$ cat src/rtl/hazard_ctrl.sv
// Pipeline hazard/stall controller: scoreboard of EX/MEM/WB destinations driving
// decode bubbles, fetch hold, IF-ID flush and the global freeze on data-cache misses.
module hazard_ctrl #(
  parameter int unsigned CNT_W = 16
) (
  input  logic             clk,
  input  logic             rst,
  input  logic [2:0]       id_rs,
  input  logic [2:0]       id_rt,
  input  logic             id_use_rs,
  input  logic             id_use_rt,
  input  logic             id_RegWrt,
  input  logic [2:0]       id_RD,
  input  logic             id_mem,
  input  logic             id_halt,
  input  logic             ex_branch,
  input  logic             Done_DM,
  output logic             NOP_mech,
  output logic             stall_fetch,
  output logic             flush_ifid,
  output logic             freeze,
  output logic             halted,
  output logic [CNT_W-1:0] stall_cnt
);

  localparam int unsigned REG_W = 3;

  typedef struct packed {
    logic             v;
    logic [REG_W-1:0] rd;
    logic             mem;
    logic             halt;
  } sb_entry_t;

  typedef enum logic [1:0] {RUN, MWAIT, HALT} state_t;

  state_t    state_q, state_d;
  sb_entry_t ex_q, mem_q, wb_q, ex_d;
  logic      in_halt, mem_busy, raw;

  // WB is excluded: the register file bypasses its write to the ID read.
  function automatic logic match(input logic [REG_W-1:0] r,
                                 input sb_entry_t ex, input sb_entry_t mem);
    return (ex.v && ex.rd == r) || (mem.v && mem.rd == r);
  endfunction

  // Next state, stall/flush decisions and the entry shifted into EX.
  always_comb begin
    state_d     = state_q;
    NOP_mech    = 1'b0;
    stall_fetch = 1'b0;
    flush_ifid  = 1'b0;
    freeze      = 1'b0;
    halted      = 1'b0;
    ex_d        = '0;

    in_halt  = (state_q == HALT) || wb_q.halt;
    mem_busy = mem_q.mem && !Done_DM;
    raw      = (id_use_rs && match(id_rs, ex_q, mem_q)) ||
               (id_use_rt && match(id_rt, ex_q, mem_q));

    case (state_q)
      RUN: begin
        if (wb_q.halt)    state_d = HALT;
        else if (mem_busy) state_d = MWAIT;
      end
      MWAIT: begin
        if (wb_q.halt)    state_d = HALT;
        else if (Done_DM) state_d = RUN;
      end
      HALT:    state_d = HALT;
      default: state_d = RUN;
    endcase

    if (in_halt) begin
      freeze      = 1'b1;
      stall_fetch = 1'b1;
      halted      = 1'b1;
    end else if (mem_busy) begin
      freeze      = 1'b1;
      stall_fetch = 1'b1;
    end else if (ex_branch) begin
      flush_ifid  = 1'b1;
      NOP_mech    = 1'b1;
    end else if (raw) begin
      NOP_mech    = 1'b1;
      stall_fetch = 1'b1;
    end

    if (!NOP_mech && !ex_branch) begin
      ex_d.v    = id_RegWrt;
      ex_d.rd   = id_RD;
      ex_d.mem  = id_mem;
      ex_d.halt = id_halt;
    end
  end

  // Scoreboard shift, FSM state and saturating stall counter.
  always_ff @(posedge clk) begin
    if (rst) begin
      state_q   <= RUN;
      ex_q      <= '0;
      mem_q     <= '0;
      wb_q      <= '0;
      stall_cnt <= '0;
    end else begin
      state_q <= state_d;
      if (!freeze) begin
        ex_q  <= ex_d;
        mem_q <= ex_q;
        wb_q  <= mem_q;
      end
      if (stall_fetch && stall_cnt != {CNT_W{1'b1}})
        stall_cnt <= stall_cnt + CNT_W'(1);
    end
  end

endmodule

$ cat config.mk
export PLATFORM = sky130hd
export DESIGN_NAME = hazard_ctrl
export DESIGN_NICKNAME = d
export VERILOG_FILES = /design/src/rtl/hazard_ctrl.sv
export SDC_FILE = /design/constraint.sdc
export NUM_CORES = 1
export LEC_CHECK = 0
export BUFFER_PORTS_ARGS = -buffer_cell sky130_fd_sc_hd__buf_2
export CAP_MARGIN = 10
export CORE_MARGIN = 3
export CORE_UTILIZATION = 25
export CTS_CLUSTER_SIZE = 8
export DETAILED_ROUTE_END_ITERATION = 10
export PLACE_DENSITY_LB_ADDON = 0.12
export SYNTH_ARGS = -nofsm -noshare
export SYNTH_HDL_FRONTEND = slang
export SYNTH_SLANG_ARGS = --single-unit
$ cat constraint.sdc
create_clock -name clk -period 2.6 [get_ports clk]
set_input_delay 0.26 -clock clk [delete_from_list [all_inputs] [get_ports clk]]
set_output_delay 0.26 -clock clk [all_outputs]
set_load 0.02 [all_outputs]
* Word level (Yosys, flattened, before mapping)
Index checks and enable logic that the tools add are counted.
Word-level totals: word-level logic and storage cells 58, output and inout port bits 21, bits of input ports 18, register bits after elaboration 31
Cells by class: eq/ne operators 9, add/sub/neg operators 1, reductions and logical operators 18, muxes and demuxes 19
Operators with widths (count):
- $add A16 B1 Y16 const B | 1
- $ne A16 B16 Y1 const B | 1
- $mux W1 | 13
- $eq A3 B3 Y1 | 4
- $logic_and A1 B1 Y1 | 9
- $mux W2 | 4
- $mux W6 | 1
- $ne A3 B3 Y1 const B | 2
- $pmux W2 S3 | 1
- $logic_or A1 B1 Y1 | 4
- $logic_not A1 Y1 | 3
- $eq A2 B1 Y1 const B | 1
- $eq A2 B2 Y1 const B | 1
- $logic_not A2 Y1 | 1
- $reduce_and A2 Y1 | 1

* Depth between registers and ports, before layout
depth in word-level cells 12, depth in mapped cells 10, mapped depth without buffers 7

* Least setup slack after synthesis
No wires, ideal clock.
kind register to register, start point reg stall_cnt[0], end point reg stall_cnt[7], data required time 2.479 ns, period minus slack after synthesis 2.059 ns, library setup time 0.121 ns, arrival time 1.938 ns, buffers on the path 2, setup slack 0.541 ns, cell stages (with the launch flop) 10, path through dfxtp_1 -> ha_1 -> and2_1 -> clkbuf_1 -> nand2_1 -> nor2_1 -> and3_1 -> buf_2 -> nor4_1 -> mux2_2
Between the ends: word-level cells in the longest chain between the ends 2, elaborated cells on any way between the ends 3, classes of those cells add/sub: 1; eq/ne: 1; reduce/logical: 1
RTL lines:
- start: declaration | RTL line 23 | output logic [CNT_W-1:0] stall_cnt
- start signal: assignment | RTL line 114 | stall_cnt <= stall_cnt + CNT_W'(1);
- branches (longest 2 deep; another with $add A16 B1 Y16)
Parallel ways; which one is timed is not known. A chain may end at the register's enable or synchronous reset.

* Worst setup path in the final report
start point reg state_q[0], end point out stall_fetch
Between the ends: word-level cells in the longest chain between the ends 3
RTL lines:
- start: declaration | RTL line 37 | state_t state_q, state_d;
- start signal: assignment | RTL line 107 | state_q <= state_d;
- $eq A2 B2 Y1 | RTL line 57 | in_halt = (state_q == HALT) || wb_q.halt;
- $logic_or A1 B1 Y1 | RTL line 57
- $mux W1 | RTL line 75 | if (in_halt) begin
- end: declaration | RTL line 19 | output logic stall_fetch,
No other way between the ends.

==> run summary <==
STA classifies the critical path startpoint as a register. The run finished with clean final reports. The area share of the leading cell type in the synthesized netlist is 39.21%, and the die span in y is 85.57 um.

The number of remaining DRC errors is 0. Detailed routing placed a total of 160 um of wire on met3. For this run, the detailed router's first-pass iteration total came to 4. The clock reaches the later pin of the worst-skew pair after 290 ps.

The area added between synthesis and finish came out at 22.69%. For this block, the initial DRC count from the detailed router was 77. After clock tree synthesis, the repair step resized 0 gates. The net count of the finished layout came out at 257.

The maximum number of pins on one net before global-route repair is 31, and the sum of buffers and inverters on the critical path is 3. VDD sags by at most 0.2261 mV. The Yosys step of the flow raised 0 warnings. The total count of max-transition violations in the final report came out at 0. The root buffer cell chosen for the clock tree is sky130_fd_sc_hd__clkbuf_8.

The number of enable-type register cells in the synthesized netlist was 0. The via count of the first global-routing pass is 1395. Family with the most delay on the worst path: compound AO/OA/AOI/OAI gates. The highest metal layer carrying signal wires in the routed design is met4.

The share of the yosys chip area belonging to registers was 39.21%; the average wire per cell in the routed design was 12.78 um. The tightest min-delay check is of the in -> reg type. The share of async-settable or async-resettable flops after synthesis was 0%; the footprint of the flip-flops and latches was 620.6 sq um. Library cell occupying the most area in the post-synthesis netlist: sky130_fd_sc_hd__dfxtp_1.

The logs give 33 for the number of distinct standard cells referenced by the synthesized netlist and 2080 ps for the worst endpoint data arrival time. The number of antenna repair diodes was 0. Clock-pin slew was measured on the worst setup and hold paths at 70 ps. The final layout contains routed wiring with a total length of 4012 um.

The worst setup path is captured at an output pin. On the worst path, the slowest cell contributes a delay of 450 ps. The most used flip-flop cell after synthesis is sky130_fd_sc_hd__dfxtp_1. Yosys attributes the largest share of cell area to sky130_fd_sc_hd__dfxtp_1, sky130_fd_sc_hd__a21oi_1, sky130_fd_sc_hd__nand2_1, sky130_fd_sc_hd__xnor2_1, sky130_fd_sc_hd__or4_1. In this run the deepest clock path goes through 2 buffers. After technology mapping, the gate count stands at 200. The congestion estimate from routability-driven global placement came to 0.7219.

TritonCTS built the clock tree. The tools report the combined area of the multi-input logic cells as 854.6 sq um. Including well taps, the total number of placed cells is 306. In this run the post-CTS setup repair buffer count came out at 0.

Counting every sink on the clock net gives 31. The average vias per placed instance was 4.866; the number of violations of the max-capacitance limit was 0. In this run the remaining antenna-violating nets after routing total 0. Dividing the synthesized area by the synthesized cell count gives 7.914 sq um.

In the global route stage, overall resource usage came out at 11.61%. The number of non-filler instances in the completed layout was 314; the width of the chip was 85.57 um. The met1 wire length is 2013 um, and the number of failing hold endpoints at the final stage is 0. Type of the worst setup path: reg -> out. The filler cells instantiated in the layout total 665. The completed layout was analyzed and its total power is 1111 uW. Setup violations remaining at the end of the flow were counted as 0.

Synthesis inferred 31 register bits. Summing all non-filler instances in the final layout gives an area of 1942 sq um. Hold repair after CTS inserted 0 buffers.

For the worst setup path, the data required time is 2340 ps. After legalization and detailed placement, the total HPWL measured 2841 um. The clock period could shrink to 2339 ps. The critical-path cell with the highest stage delay was sky130_fd_sc_hd__and3_4. Headroom to the max-slew limit came out at 64.14%. The count of buffers inserted at the top-level ports works out to 38. Counting every net in the synthesized netlist gives 219. The placed instances occupy a cell area of 1838 sq um.

39 I/O pins were placed. For this block, the via count after detailed routing is 1528. The post-route netlist has 22.18% of its cells at a drive strength greater than 1.

On the final layout, the worst clock skew is 7.817 ps. The first global-routing pass estimated 6686 um of wire. The total area inside the core boundary comes to 6026 sq um.

Of all nets on the critical path, the largest fanout is 30. The global-route congestion overflow total is 0. The die area is 7322 sq um, and the post-synthesis cell area is 1583 sq um. The cell that appears most often on the critical path is sky130_fd_sc_hd__inv_1.

Setup repair after global routing left no endpoint under its margin. For the leakage component of the power, the log shows 0.0007291 uW. At the pin with the least slew margin, the transition time is 537.9 ps.

After layout, the worst path uses 89.96% of the clock period. The H-tree generated during clock tree synthesis spans 2 levels. Row generation in the floorplan step produced 28 rows.

The signal on the critical path passes through inv_1 > a21oi_1 > o21a_1 > and3_4 > inv_1 > buf_2. The starting density of the core was 26.27%; the power per unit of standard cell area was 572.2 nW/um^2. The routed wire length on met2 came out at 1750 um. The number of antenna violations at the first check in global routing is 0. After routing, the total negative slack on setup checks comes to 0 ps. In this run, CTS created clock tree buffers numbering 5. The tools report the maximum achievable frequency as 427.5 MHz.
layer usage:
metal | global-route usage [%] | up-vias
li1 | - | 789
met1 | 16.12 | 704
met2 | 16.53 | 27
met3 | 2.882 | 8
met4 | 6.043 | 0
met5 | 0 | -
through the flow:
step           setup WS, ps  utilization (%)  hold WS [ps]
2_1_floorplan         541.1                -         396.0
3_3_place_gp          529.6            30.50         448.5
3_5_place_dp          542.6            30.50         446.9
4_1_cts               205.2            32.23         193.4
5_1_grt               81.30            32.23         202.7
6_report              260.9            32.23         207.5
cells in the final DEF, fill, tap and decap left out, types with 2 or more instances in the layout:
master / count
sky130_fd_sc_hd__xnor2_1: 12
sky130_fd_sc_hd__dfxtp_1: 31
sky130_fd_sc_hd__clkbuf_8: 7
sky130_fd_sc_hd__nand2_1: 31
sky130_fd_sc_hd__nand3_1: 7
sky130_fd_sc_hd__nand4_1: 8
sky130_fd_sc_hd__o31ai_1: 11
sky130_fd_sc_hd__and3_1: 2
sky130_fd_sc_hd__buf_4: 5
sky130_fd_sc_hd__inv_1: 11
sky130_fd_sc_hd__o21ai_0: 2
sky130_fd_sc_hd__nor3_1: 3
sky130_fd_sc_hd__and2_1: 3
sky130_fd_sc_hd__nor2_1: 8
sky130_fd_sc_hd__a21oi_1: 31
sky130_fd_sc_hd__buf_2: 38
sky130_fd_sc_hd__a211o_1: 2
sky130_fd_sc_hd__or4_1: 12
sequential cells by signal, indices dropped and copies added (netlist names):
register	flops
wb_q	1
state_q	2
stall_cnt	16
ex_q	6
mem_q	6
cells by family (layout without fill, tap and decap cells):
group                    count (synthesis)  after routing  synth area share, %
AND/OR/NAND/NOR                         81             81                26.64
adder cells (fa/ha/maj)                  1              1               0.7904
XOR/XNOR                                12             12                6.640
AO/OA/AOI/OAI                           51             51                19.21
multiplexers                             1              1               0.7114
buffers and inverters                   23             62                6.798
flip-flops                              31             31                39.21
synthesized netlist by cell type (2+ instances only):
master                     count
sky130_fd_sc_hd__nand2_1      31
sky130_fd_sc_hd__o21ai_0       2
sky130_fd_sc_hd__clkbuf_1      7
sky130_fd_sc_hd__or4_1        12
sky130_fd_sc_hd__buf_2         3
sky130_fd_sc_hd__nor2_1        8
sky130_fd_sc_hd__a211o_1       2
sky130_fd_sc_hd__inv_1        11
sky130_fd_sc_hd__a21oi_1      31
sky130_fd_sc_hd__nor3_1        3
sky130_fd_sc_hd__and2_1        3
sky130_fd_sc_hd__xnor2_1      12
sky130_fd_sc_hd__nand4_1       8
sky130_fd_sc_hd__o31ai_1      11
sky130_fd_sc_hd__dfxtp_1      31
sky130_fd_sc_hd__nand3_1       7
sky130_fd_sc_hd__and3_1        2
report_power, final:
group          internal, uW  switching, uW  leakage [uW]
logic                  60.7            104      0.000427
registers               493           18.1      0.000251
clock network           241            195     0.0000505
worst paths after layout:
path / start / end / slack [ps] / cells past startpoint
worst max-delay path: state_q[0] / stall_fetch / 260 / 6
worst min-delay path: id_halt / ex_q[0] / 210 / 3
worst max register to register: stall_cnt[3] / stall_cnt[14] / 540 / 6
worst min register to register: mem_q[0] / mem_q[0] / 460 / 2
final cells by class:
class | instances | area share (%)
sequential | 31 | 31.96
multi-input combinational | 146 | 44.01
tap | 75 | 4.832
timing repair buffer | 43 | 11.73
inverter | 11 | 2.126
clock buffer | 7 | 4.961
clock inverter | 1 | 0.3866
worst reg2reg max path: stages (launching register included):
cell                      delay, ps
sky130_fd_sc_hd__dfxtp_1        450
sky130_fd_sc_hd__nand4_1        240
sky130_fd_sc_hd__nor3_1         330
sky130_fd_sc_hd__and2_1         280
sky130_fd_sc_hd__nand4_1        130
sky130_fd_sc_hd__or4_1          420
sky130_fd_sc_hd__a21oi_1        140
Power figures use the tool's default switching activity.
